**src/rtl/jam_pkg.sv**
```systemverilog
// Shared types and width helpers for the jam_search_param assignment search engine.
package jam_pkg;

    typedef enum logic [2:0] {
        IDLE,
        ACCUM,
        CMP,
        PIVOT,
        SWAP_SCAN,
        SWAP,
        REVERSE,
        DONE
    } state_t;

    localparam int MAX_N      = 8;
    localparam int MAX_IDX_W  = 3;
    localparam int MAX_FLAT_W = MAX_N * MAX_IDX_W;

    function automatic int idx_width(input int n);
        return $clog2(n);
    endfunction

    function automatic int sum_width(input int cost_w, input int n);
        return cost_w + $clog2(n);
    endfunction

    // Packed identity permutation: entry i holds value i.
    function automatic logic [MAX_FLAT_W-1:0] identity_flat(input int n, input int w);
        logic [MAX_FLAT_W-1:0] f;
        f = '0;
        for (int i = 0; i < n; i++)
            f = f | (MAX_FLAT_W'(i) << (i * w));
        return f;
    endfunction

    // True when the packed permutation is N-1, N-2, ..., 0 (the final one).
    function automatic logic is_descending(input logic [MAX_FLAT_W-1:0] flat,
                                           input int n, input int w);
        logic                  ok;
        logic [MAX_FLAT_W-1:0] mask;
        ok   = 1'b1;
        mask = (MAX_FLAT_W'(1) << w) - MAX_FLAT_W'(1);
        for (int i = 0; i < n; i++)
            if (((flat >> (i * w)) & mask) != MAX_FLAT_W'(n - 1 - i))
                ok = 1'b0;
        return ok;
    endfunction

endpackage

```
**src/rtl/jam_search_param_perm_next.sv**
```systemverilog
// Permutation register plus next-lexicographic-permutation sequencer
// (pivot scan, successor scan, swap, suffix reversal), one step per request.
module jam_perm_next
    import jam_pkg::*;
#(
    parameter int N = 8
) (
    input  logic                         CLK,
    input  logic                         RST,
    input  logic                         init,
    input  logic                         step,
    output logic [N*idx_width(N)-1:0]    perm_flat,
    output logic                         done,
    output logic                         last
);
    localparam int IDX_W = idx_width(N);
    localparam logic [IDX_W-1:0] TOP_IDX = IDX_W'(N - 1);

    state_t           state_reg, state_next;
    logic [IDX_W-1:0] perm_reg [N];
    logic [IDX_W-1:0] p_reg, k_reg, idx_reg, lo_reg, hi_reg;
    logic [IDX_W-1:0] idx_inc;
    logic             rise;

    generate
        for (genvar gi = 0; gi < N; gi++) begin : g_flat
            assign perm_flat[gi*IDX_W +: IDX_W] = perm_reg[gi];
        end
    endgenerate

    assign last    = is_descending(MAX_FLAT_W'(perm_flat), N, IDX_W);
    assign idx_inc = (idx_reg == TOP_IDX) ? TOP_IDX : idx_reg + 1'b1;
    assign rise    = perm_reg[idx_reg] < perm_reg[idx_inc];

    always_ff @(posedge CLK or posedge RST) begin
        if (RST)
            state_reg <= IDLE;
        else if (init)
            state_reg <= IDLE;
        else
            state_reg <= state_next;
    end

    always_comb begin
        state_next = state_reg;
        case (state_reg)
            IDLE:      if (step) state_next = PIVOT;
            PIVOT:     if (rise) state_next = SWAP_SCAN;
            SWAP_SCAN: if (idx_reg == TOP_IDX) state_next = SWAP;
            SWAP:      state_next = REVERSE;
            REVERSE:   if (lo_reg >= hi_reg) state_next = IDLE;
            default:   state_next = IDLE;
        endcase
    end

    always_comb begin
        done = (state_reg == REVERSE) && (lo_reg >= hi_reg);
    end

    always_ff @(posedge CLK or posedge RST) begin
        if (RST) begin
            for (int i = 0; i < N; i++)
                perm_reg[i] <= IDX_W'(i);
            p_reg   <= '0;
            k_reg   <= '0;
            idx_reg <= '0;
            lo_reg  <= '0;
            hi_reg  <= '0;
        end else if (init) begin
            for (int i = 0; i < N; i++)
                perm_reg[i] <= IDX_W'(i);
        end else begin
            case (state_reg)
                IDLE: begin
                    if (step)
                        idx_reg <= IDX_W'(N - 2);
                end
                PIVOT: begin
                    if (rise) begin
                        p_reg   <= idx_reg;
                        k_reg   <= idx_inc;
                        idx_reg <= idx_inc;
                    end else begin
                        idx_reg <= idx_reg - 1'b1;
                    end
                end
                SWAP_SCAN: begin
                    // Keep the smallest value still above the pivot value.
                    if ((perm_reg[idx_reg] > perm_reg[p_reg]) &&
                        (perm_reg[idx_reg] < perm_reg[k_reg]))
                        k_reg <= idx_reg;
                    if (idx_reg != TOP_IDX)
                        idx_reg <= idx_reg + 1'b1;
                end
                SWAP: begin
                    perm_reg[p_reg] <= perm_reg[k_reg];
                    perm_reg[k_reg] <= perm_reg[p_reg];
                    lo_reg          <= p_reg + 1'b1;
                    hi_reg          <= TOP_IDX;
                end
                REVERSE: begin
                    if (lo_reg < hi_reg) begin
                        perm_reg[lo_reg] <= perm_reg[hi_reg];
                        perm_reg[hi_reg] <= perm_reg[lo_reg];
                        lo_reg           <= lo_reg + 1'b1;
                        hi_reg           <= hi_reg - 1'b1;
                    end
                end
                default: ;
            endcase
        end
    end

endmodule

```
**src/rtl/jam_search_param.sv**
```systemverilog
// Exhaustive job-assignment search: sums Cost over every permutation, tracks minimum
// and tie count. Define JAM_BEST_PERM_EN to add the BestPerm output.
module jam_search_param
    import jam_pkg::*;
#(
    parameter int N      = 8,
    parameter int COST_W = 7,
    parameter int CNT_W  = 16
) (
    input  logic                             CLK,
    input  logic                             RST,
    input  logic                             Start,
    output logic                             Busy,
    output logic [idx_width(N)-1:0]          W,
    output logic [idx_width(N)-1:0]          J,
    input  logic [COST_W-1:0]                Cost,
    output logic [sum_width(COST_W, N)-1:0]  MinCost,
    output logic [CNT_W-1:0]                 MatchCount,
    output logic                             Valid
`ifdef JAM_BEST_PERM_EN
    ,
    output logic [N*idx_width(N)-1:0]        BestPerm
`endif
);
    localparam int IDX_W = idx_width(N);
    localparam int SUM_W = sum_width(COST_W, N);
    localparam logic [IDX_W-1:0] LAST_W = IDX_W'(N - 1);
`ifdef JAM_BEST_PERM_EN
    localparam logic [N*IDX_W-1:0] IDENT_PERM = (N*IDX_W)'(identity_flat(N, IDX_W));
`endif

    state_t             state_reg, state_next;
    logic [SUM_W-1:0]   acc_reg;
    logic [N*IDX_W-1:0] perm_flat;
    logic [IDX_W-1:0]   perm_word [N];
    logic [IDX_W-1:0]   w_next;
    logic               start_ok, step_req, step_done, perm_last;

    generate
        for (genvar gi = 0; gi < N; gi++) begin : g_word
            assign perm_word[gi] = perm_flat[gi*IDX_W +: IDX_W];
        end
    endgenerate

    jam_perm_next #(.N(N)) u_perm (
        .CLK       (CLK),
        .RST       (RST),
        .init      (start_ok),
        .step      (step_req),
        .perm_flat (perm_flat),
        .done      (step_done),
        .last      (perm_last)
    );

    always_ff @(posedge CLK or posedge RST) begin
        if (RST)
            state_reg <= IDLE;
        else
            state_reg <= state_next;
    end

    // PIVOT here covers the whole stepping sequence run inside u_perm.
    always_comb begin
        state_next = state_reg;
        case (state_reg)
            IDLE, DONE: if (Start) state_next = ACCUM;
            ACCUM:      if (W == LAST_W) state_next = CMP;
            CMP:        state_next = perm_last ? DONE : PIVOT;
            PIVOT:      if (step_done) state_next = ACCUM;
            default:    state_next = IDLE;
        endcase
    end

    always_comb begin
        Busy     = (state_reg != IDLE) && (state_reg != DONE);
        Valid    = (state_reg == DONE);
        start_ok = ((state_reg == IDLE) || (state_reg == DONE)) && Start;
        step_req = (state_reg == CMP) && !perm_last;
        w_next   = (W == LAST_W) ? '0 : W + 1'b1;
    end

    always_ff @(posedge CLK or posedge RST) begin
        if (RST) begin
            W          <= '0;
            J          <= '0;
            acc_reg    <= '0;
            MinCost    <= '1;
            MatchCount <= '0;
`ifdef JAM_BEST_PERM_EN
            BestPerm   <= IDENT_PERM;
`endif
        end else begin
            case (state_reg)
                IDLE, DONE: begin
                    if (Start) begin
                        W          <= '0;
                        J          <= '0;
                        acc_reg    <= '0;
                        MinCost    <= '1;
                        MatchCount <= '0;
`ifdef JAM_BEST_PERM_EN
                        BestPerm   <= IDENT_PERM;
`endif
                    end
                end
                ACCUM: begin
                    acc_reg <= acc_reg + SUM_W'(Cost);
                    W       <= w_next;
                    J       <= perm_word[w_next];
                end
                CMP: begin
                    if (acc_reg < MinCost) begin
                        MinCost    <= acc_reg;
                        MatchCount <= CNT_W'(1);
`ifdef JAM_BEST_PERM_EN
                        BestPerm   <= perm_flat;
`endif
                    end else if (acc_reg == MinCost) begin
                        if (MatchCount != '1)
                            MatchCount <= MatchCount + 1'b1;
                    end
                    acc_reg <= '0;
                end
                PIVOT: begin
                    if (step_done) begin
                        W <= '0;
                        J <= perm_word[0];
                    end
                end
                default: ;
            endcase
        end
    end

endmodule

```
**config.mk**
```make
export PLATFORM = sky130hd
export DESIGN_NAME = jam_search_param
export DESIGN_NICKNAME = d
export VERILOG_FILES = /design/src/rtl/jam_pkg.sv /design/src/rtl/jam_search_param_perm_next.sv /design/src/rtl/jam_search_param.sv
export SDC_FILE = /design/constraint.sdc
export NUM_CORES = 1
export LEC_CHECK = 0
export CAP_MARGIN = 20
export CORE_MARGIN = 3
export CORE_UTILIZATION = 45
export CTS_CLUSTER_DIAMETER = 150
export CTS_CLUSTER_SIZE = 30
export DETAILED_ROUTE_END_ITERATION = 16
export PLACE_DENSITY_LB_ADDON = 0.3
export SETUP_SLACK_MARGIN = 0.3
export SLEW_MARGIN = 20
export SYNTH_ARGS = -nofsm -noshare
export SYNTH_HDL_FRONTEND = slang
export SYNTH_SLANG_ARGS = --single-unit
```
**constraint.sdc**
```tcl
create_clock -name CLK -period 8.95 [get_ports CLK]
set_clock_uncertainty 0.05 [all_clocks]
set_input_delay 2.685 -clock CLK [delete_from_list [all_inputs] [get_ports CLK]]
set_output_delay 2.685 -clock CLK [all_outputs]
set_load 0.01 [all_outputs]
```
Word level (Yosys, flattened, before mapping). Index checks and enable logic that the tools add are counted.

Flip-flop bits (word level): 87. Output and inout bits: 34.

Muxes and demuxes: 83. Eq/ne operators: 37. Add/subtract/negate cells: 8. Bitwise logic cells: 8. Magnitude comparators: 17. Reductions and logical operators: 34.

Operators with widths (count): 3-bit 2-to-1 mux (39); 24-bit bitwise mux (4); 16-bit 2-to-1 mux (4); 3-bit binary-select mux with 3-bit select (7); 24-bit 2-to-1 mux (2); 24-bit case mux with 2 select lines (1); 3-bit demux with 3-bit select (4); 16-bit case mux with 2 select lines (1); 10-bit 2-to-1 mux (3); 10-bit case mux with 3 select lines (1); 4-bit greater-or-equal comparator (second input constant) (7); 3-bit NOT with 4-bit output (7); 3-bit case mux with 3 select lines (3); 3-bit != test (second input constant) (8); 24-bit nonzero test (1); 10-bit case mux with 2 select lines (1); 3-bit equality test (second input constant) (6); 3-bit case mux with 2 select lines (3); 16-bit by 1-bit adder with 16-bit output (second input constant) (1); 4-bit by 1-bit < comparator with 1-bit output (second input constant) (4); 16-bit != test (second input constant) (1); 4-bit AND reduction (4); 3-bit by 2-bit != test with 1-bit output (second input constant) (5); 3-bit case mux with 5 select lines (1); other kinds (25) (69).

Logic depth before layout (Yosys ltp). Gate-level depths: netlist (run 1).

Word-level depth: 14. Mapped depth: 13.

By module. A second synthesis (run 1) with hierarchy kept.

Cell total of the unflattened synthesis: 922. Area, all modules: 8055.2 µm².

Modules (own cells, without submodules): jam_perm_next (cells an instance 590, times used 1, seq. area each 1066.0 µm², area each 4924.7 µm²); jam_search_param (cells an instance 332, times used 1, seq. area each 1138.6 µm², area each 3130.5 µm²).

Worst setup path before layout (run 1). OpenSTA, ideal clock, no wires.

Kind: input to register. Start point: in Cost[0]. End point: reg acc_reg[8]. Data required time: 8768 ps. Stages on the path: 8. Setup slack: 4626 ps. Setup time: 132 ps. Data arrival time: 4143 ps. Cells stage by stage: ha_1 fa_1 a21o_1 a21oi_1 o21bai_1 a211oi_1 or3_1 a21oi_1.

Cells in the longest elaborated chain, start to end: 2.

RTL lines: start, declared (RTL line jam_search_param.sv:16) `input logic [COST_W-1:0] Cost,`; 10-bit by 7-bit adder with 10-bit output (RTL line jam_search_param.sv:107) `acc_reg <= acc_reg + SUM_W'(Cost);`; 10-bit case mux with 3 select lines (RTL line jam_search_param.sv:93) `case (state_reg)`; end signal, assigned (RTL line jam_search_param.sv:107); end, declared (RTL line jam_search_param.sv:33) `logic [SUM_W-1:0] acc_reg;`.

No other way between the ends. A chain may end at the register's enable or synchronous reset.

Worst setup path after layout (run 1).
Start point: reg state_reg[1]. End point: out Busy.

Cells in the longest elaborated chain, start to end: 2. Elaborated cells on any way between the ends: 3. Those cells by class: eq/ne: 1; reduce/logical: 2.

RTL lines: start, declared (RTL line jam_search_param.sv:32) `state_t state_reg, state_next;`; start signal, assigned (RTL line jam_search_param.sv:59) `state_reg <= state_next;`; 3-bit != test or 3-bit nonzero test (tied branches) (RTL line jam_search_param.sv:75) `Busy = (state_reg != IDLE) && (state_reg != DONE);`; 1-bit logical AND (*) (RTL line jam_search_param.sv:75); end, declared (RTL line jam_search_param.sv:13) `output logic Busy,`.

Every way passes the cells marked *; elsewhere a longest branch is shown, timed or not.

==> results of run 1 <==
[cell usage in the layout (no fill, tap or decap), types with 10 or more instances in the layout]
| cell type | Yosys | final |
|---|---|---|
| a22oi_1 | 12 | 12 |
| nor2_1 | 54 | 54 |
| a21oi_1 | 57 | 57 |
| clkbuf_16 | 0 | 10 |
| nor2b_1 | 14 | 14 |
| mux2i_1 | 20 | 20 |
| o211ai_1 | 10 | 10 |
| a22o_1 | 17 | 17 |
| and3_1 | 10 | 10 |
| o22ai_1 | 29 | 29 |
| dfstp_2 | 22 | 22 |
| inv_1 | 36 | 35 |
| o221ai_1 | 18 | 18 |
| nor3_1 | 12 | 12 |
| dfrtp_1 | 65 | 65 |
| nand4_1 | 12 | 12 |
| nand3_1 | 41 | 41 |
| nand2b_1 | 15 | 15 |
| nand3b_1 | 12 | 12 |
| clkdlybuf4s50_1 | 0 | 43 |
| mux2_2 | 13 | 13 |
| a31oi_1 | 16 | 15 |
| mux4_2 | 15 | 15 |
| ha_1 | 37 | 37 |
| nand2_1 | 72 | 72 |
| o21ai_0 | 70 | 70 |
[Yosys cell counts, types with 4 or more instances]
| cell | number | share of area |
|---|---|---|
| nand2_1 | 72 | 0.035 |
| o21ai_0 | 70 | 0.046 |
| dfrtp_1 | 65 | 0.21 |
| a21oi_1 | 57 | 0.037 |
| nor2_1 | 54 | 0.026 |
| nand3_1 | 41 | 0.027 |
| clkbuf_1 | 39 | 0.019 |
| ha_1 | 37 | 0.060 |
| inv_1 | 36 | 0.018 |
| o22ai_1 | 29 | 0.024 |
| dfstp_2 | 22 | 0.075 |
| mux2i_1 | 20 | 0.026 |
| o221ai_1 | 18 | 0.020 |
| a22o_1 | 17 | 0.019 |
| a31oi_1 | 16 | 0.013 |
| mux4_2 | 15 | 0.044 |
| nand2b_1 | 15 | 0.012 |
| nor2b_1 | 14 | 0.011 |
| mux2_2 | 13 | 0.019 |
| a22oi_1 | 12 | 0.012 |
| nand3b_1 | 12 | 0.012 |
| nand4_1 | 12 | 0.0098 |
| nor3_1 | 12 | 0.0078 |
| and3_1 | 10 | 0.0081 |
| o211ai_1 | 10 | 0.0098 |
| a21o_1 | 8 | 0.0078 |
| nor3b_1 | 8 | 0.0078 |
| a211oi_1 | 7 | 0.0068 |
| a221oi_1 | 7 | 0.0080 |
| or3_1 | 7 | 0.0057 |
| buf_2 | 6 | 0.0039 |
| o21a_1 | 6 | 0.0059 |
| a32o_1 | 5 | 0.0065 |
| buf_4 | 5 | 0.0049 |
| o31ai_1 | 5 | 0.0049 |
| a211o_1 | 4 | 0.0046 |
| a221o_1 | 4 | 0.0052 |
| and2_1 | 4 | 0.0033 |
| buf_1 | 4 | 0.0020 |
| mux4_1 | 4 | 0.014 |
| o311ai_0 | 4 | 0.0046 |
| or4_1 | 4 | 0.0039 |
| xnor2_1 | 4 | 0.0046 |
[cell families (layout without fill, tap and decap cells)]
group / after synthesis / in the layout / synth area share
compound gates: 311 / 311 / 0.2790
simple gates: 286 / 286 / 0.1921
buf+inv: 98 / 103 / 0.05856
flops: 87 / 87 / 0.2866
mux: 57 / 57 / 0.1129
fa+ha+maj: 38 / 38 / 0.06279
xor+xnor: 7 / 7 / 0.007972
[power by group]
part	total, W	internal [W]	switching [W]
combinational	0.00165	0.000753	0.000898
sequential	0.000924	0.000563	0.000361
clock	0.000417	0.000238	0.000179
[worst max-delay path: stages, from the launching register on]
cell             delay [ns]
dfrtp_1                0.58
and3_1                 0.31
nor2_1                 0.20
clkdlybuf4s50_1        0.57
[area by class of cell]
cell class / instances / area (µm²) / share of cell area
multi-input combinational: 699 / 5049 / 0.5957
sequential: 87 / 2205 / 0.2602
tap: 220 / 275.3 / 0.03248
clock inverter: 6 / 72.57 / 0.008563
timing repair buffer: 50 / 483.0 / 0.05699
clock buffer: 10 / 250.2 / 0.02953
inverter: 37 / 140.1 / 0.01654
[final timing paths]
check | startpoint | endpoint | slack (ns) | cells past startpoint
max reg2reg | u_perm.p_reg[0] | u_perm.k_reg[0] | 4.97 | 9
min | MinCost[7] | MinCost[7] | 0.45 | 2
max | state_reg[1] | Busy | 4.20 | 3
min reg2reg | MinCost[7] | MinCost[7] | 0.45 | 2
min in group asynchronous | RST | u_perm.perm_flat[4] | 2.59 | 2
max in group asynchronous | RST | acc_reg[3] | 5.08 | 3
[through the flow]
| stage | area (µm²) | total power [W] | utilization | hold slack, ns | worst slack [ns] |
|---|---|---|---|---|---|
| final | 8474 | 0.002992 | 0.5092 | 0.4491 | 4.199 |
| after global routing | 8474 | 0.003186 | 0.5092 | 0.4640 | 4.099 |
| after CTS | 8462 | 0.002957 | 0.5085 | 0.4473 | 4.213 |
| after detailed placement | 8139 | 0.002527 | 0.4891 | 0.4363 | 3.963 |
| after global placement | 8139 | 0.002501 | 0.4891 | 0.4284 | 4.044 |
| after floorplan | 7691 | 0.002029 | - | 0.4392 | 4.001 |
[per-layer routing]
metal	vias to the layer above	GRT usage	share of wire
li1	3409	-	-
met1	3545	0.3561	0.41
met2	449	0.4140	0.45
met3	107	0.05147	0.099
met4	0	0.1237	0.045
met5	-	0	0
==> impl_metrics.env, run 1 <==
export IMPL_slew_headroom=0.2123
export IMPL_drive_gt1_frac=0.1046
export IMPL_vias=7510
export IMPL_synth_async_reset_ratio=1.000
export IMPL_instances_no_fill=1109
export IMPL_wl_um=24370
export IMPL_synth_edff_count=0
export IMPL_grt_pass1_vias=7106
export IMPL_clock_latency_ns=0.36
export IMPL_largest_reg_flops=24
export IMPL_cp_start_kind="flip-flop"
export IMPL_outcome="complete, no violations"
export IMPL_tightest_slew_ns=1.149
export IMPL_path_class="reg2out"
export IMPL_post_route_period_util=0.5308
export IMPL_finalHoldViolCount=0
export IMPL_grt_max_degree=63
export IMPL_nFillCells=1583
export IMPL_root_buffer="clkbuf_16"
export IMPL_fmax_mhz=210.5
export IMPL_drcViolationCount=0
export IMPL_htree_levels=3
export IMPL_track_usage=0.2656
export IMPL_avgViaCountPerCell=6.772
export IMPL_start_util=0.4621
export IMPL_synth_ff_latch_count=87
export IMPL_postCtsSetupBuffers=0
export IMPL_synth_seq_area_share=0.2866
export IMPL_critPathMaxFanout=20
export IMPL_gp_congestion=1.020
export IMPL_p_leak_nw=3.321
export IMPL_cts_tree="yes"
export IMPL_netlist_instances=884
export IMPL_area_delta_synth_final_pct=10.18
export IMPL_setup_tns_ns=0
export IMPL_drt_initial_drc_count=696
export IMPL_clk_path_buf_depth=2
export IMPL_hold_path_class="reg2reg"
export IMPL_ant_nets=0
export IMPL_die_w_um=136.7
export IMPL_wl_per_cell_um=21.98
export IMPL_grt_overflow_total=0
export IMPL_cts_buffers_inserted=9
export IMPL_ir_drop_v=0.0001786
export IMPL_hpwlAfterDp_um=16510
export IMPL_synth_area_um2=7691
export IMPL_cp_arrival_ns=2.02
export IMPL_die_height_um=136.7
export IMPL_rows=47
export IMPL_period_needed_ns=4.751
export IMPL_grt_first_pass_wirelength_um=39050
export IMPL_boundaryPins=44
export IMPL_final_max_slew_violation_count=0
export IMPL_dr_pass1_iters=6
export IMPL_cp_end_kind="output port"
export IMPL_syn_num_nets=932
export IMPL_holdBufCountCts=0
export IMPL_num_antenna_cells=0
export IMPL_synth_cell_types=85
export IMPL_placed_cells=1093
export IMPL_clock_sinks=87
export IMPL_synth_main_ff_cell="dfrtp_1"
export IMPL_fin_nets=932
export IMPL_ys_warnings_count=0
export IMPL_coreArea_um2=16640
export IMPL_setup_violations=0
export IMPL_clk_pin_slew_worst_paths_ns=0.07
export IMPL_cellPowerDensity_nw_per_um2=353.1
export IMPL_port_buffers=43
export IMPL_grt_antenna_before_repair=0
export IMPL_rsz0062_at_grt="false"
export IMPL_max_cap_violations=0
export IMPL_cts_resized=0
export IMPL_syn_avg_cell_area_um2=8.700
export IMPL_die_area_um2=18700
export IMPL_required_ns=6.22
No activity file was read; power rests on OpenSTA's default activity.
==> inputs of run 2 (changes only) <==
Clock period 8.95 ns to 4.24 ns, I/O delays scaled along.
==> run 2 against run 1 <==
Compared with the run above:
- final area rose by 1.2%
- count of clock-buffer cells in the layout rose by 1
- critical path depth grew 9
- global-route usage fell by 0.29 points
- sequential power rose by 100%
- via count fell by 0.29%
- worst setup slack lost 3.6 ns
- highest routed layer unchanged
==> impl_metrics.env, run 2 (synthesized netlist as in run 1, its figures left out) <==
export IMPL_outcome="complete, no violations"
export IMPL_num_antenna_cells=0
export IMPL_fin_nets=942
export IMPL_grt_antenna_before_repair=0
export IMPL_rows=47
export IMPL_min_from="MinCost[7]"
export IMPL_finalHoldViolCount=0
export IMPL_critPathTopFamily="multiplexers"
export IMPL_setup_tns_ns=0
export IMPL_grt_max_degree=56
export IMPL_final_common_cell="nand2_1"
export IMPL_grt_overflow_total=0
export IMPL_dr_pass1_iters=5
export IMPL_cp_arrival_ns=3.84
export IMPL_reg2reg_to="u_perm.k_reg[1]"
export IMPL_instances_no_fill=1119
export IMPL_cp_common_cell="ha_1"
export IMPL_clk_path_buf_depth=2
export IMPL_largest_reg_flops=24
export IMPL_holdBufCountCts=0
export IMPL_r2r_start="u_perm.idx_reg[0]"
export IMPL_tightest_slew_ns=0.9562
export IMPL_clk_pin_slew_worst_paths_ns=0.07
export IMPL_rsz0062_at_grt="false"
export IMPL_placed_cells=1103
export IMPL_critical_path_buf_inv_count=0
export IMPL_multi_input_area_um2=5042
export IMPL_holdPathEnd="MinCost[7]"
export IMPL_clock_latency_ns=0.36
export IMPL_clock_sinks=87
export IMPL_cts_buffers_inserted=9
export IMPL_critPathMaxFanout=12
export IMPL_gp_congestion=0.9681
export IMPL_track_usage=0.2627
export IMPL_avgViaCountPerCell=6.692
export IMPL_final_core_util=0.5151
export IMPL_cpPeakStageDelay_ns=0.55
export IMPL_drt_initial_drc_count=772
export IMPL_cellPowerDensity_nw_per_um2=739.3
export IMPL_postCtsSetupBuffers=0
export IMPL_post_route_period_util=0.8634
export IMPL_slew_headroom=0.3626
export IMPL_root_buffer="clkbuf_16"
export IMPL_area_delta_synth_final_pct=11.47
export IMPL_rr_worst_depth=12
export IMPL_vias=7488
export IMPL_most_common_layout_cells="nand2_1 (72), o21ai_0 (70), dfrtp_1 (65), a21oi_1 (57), nor2_1 (54)"
export IMPL_grt_pass1_vias=7016
export IMPL_die_w_um=136.7
export IMPL_cp_end_kind="flip-flop"
export IMPL_final_max_slew_violation_count=0
export IMPL_cts_resized=0
export IMPL_ir_drop_v=0.0004023
export IMPL_setup_violations=0
export IMPL_htree_levels=3
export IMPL_ant_nets=0
export IMPL_required_ns=4.42
export IMPL_grt_first_pass_wirelength_um=38230
export IMPL_hpwlAfterDp_um=16840
export IMPL_nFillCells=1599
export IMPL_wl_um=24310
export IMPL_coreArea_um2=16640
export IMPL_hold_path_class="reg2reg"
export IMPL_p_leak_nw=3.379
export IMPL_fmax_mhz=273.2
export IMPL_drive_gt1_frac=0.1135
export IMPL_whs_ns=0.4402
export IMPL_period_needed_ns=3.661
export IMPL_boundaryPins=44
export IMPL_path_class="reg2reg"
export IMPL_regArea_um2=2205
export IMPL_crit_path_top_delay_cell="mux4_2"
export IMPL_path_cells="ha_1 > ha_1 > nor2_2 > mux4_2 > mux2i_1 > ha_1 > o21a_1 > nor2_1 > nor2_1 > o21ai_4 > o211ai_2 > mux2_1"
export IMPL_die_area_um2=18700
export IMPL_p_total_w=0.006338
export IMPL_rrSetupSlack_ns=0.58
export IMPL_port_buffers=43
export IMPL_cts_tree="yes"
export IMPL_max_cap_violations=0
export IMPL_start_util=0.4621
export IMPL_hold_depth=2
export IMPL_wl_per_cell_um=21.73
export IMPL_cp_start_kind="flip-flop"
export IMPL_drcViolationCount=0
export IMPL_die_height_um=136.7
## run 2: final cells by class
cell class                 count  area share
multi-input combinational    699      0.5882
tap                          220     0.03211
sequential                    87      0.2572
clock buffer                  11     0.03211
timing repair buffer          60     0.06655
clock inverter                 5    0.007589
inverter                      37     0.01635
## run 2: how the worst max path moves through the flow
| stage | slack [ns] | depth (start not counted) | end | startpoint |
|---|---|---|---|---|
| 2_1_floorplan | 0.70 | 1 | J[0] | RST |
| 3_3_place_gp | 0.67 | 12 | u_perm.k_reg[0] | u_perm.idx_reg[0] |
| 3_5_place_dp | 0.55 | 12 | u_perm.k_reg[1] | u_perm.idx_reg[0] |
| 4_1_cts | 0.55 | 12 | u_perm.k_reg[1] | u_perm.idx_reg[0] |
| 5_1_grt | 0.34 | 12 | u_perm.k_reg[0] | u_perm.idx_reg[0] |
| 6_report | 0.58 | 12 | u_perm.k_reg[1] | u_perm.idx_reg[0] |
## run 2: per-stage QoR
step           instance area (µm²)  setup slack (ns)
5_1_grt                       8573            0.3436
3_3_place_gp                  8227            0.6716
2_1_floorplan                 7691            0.7042
4_1_cts                       8567            0.5547
6_report                      8573            0.5791
3_5_place_dp                  8227            0.5509
## run 2: layer usage
metal | up-vias | part of all wire | global-route usage
met5 | - | 0 | 0
met4 | 0 | 0.049 | 0.1333
met3 | 100 | 0.091 | 0.05404
met2 | 397 | 0.45 | 0.4107
met1 | 3559 | 0.41 | 0.3448
li1 | 3432 | - | -
## run 2: tightest hold or removal path, delay by kind of cell, from the launching register on
kind             cells  cell delay, ns
flip-flops           1            0.38
AO/OA/AOI/OAI        1            0.07
AND/OR/NAND/NOR      1            0.04
## run 2: where the power goes
part / switching (W) / total (W) / internal, W
registers: 0.000697 / 0.00189 / 0.00119
clock network: 0.000366 / 0.000903 / 0.000536
logic: 0.00192 / 0.00355 / 0.00163
total: 0.00298 / 0.00634 / 0.00336
==> inputs of run 3 (changes only) <==
Settings changed: CAP_MARGIN 20 to 5.
==> results of run 3 <==
No change in the layout: final DEF, timing and power equal those of run 2.
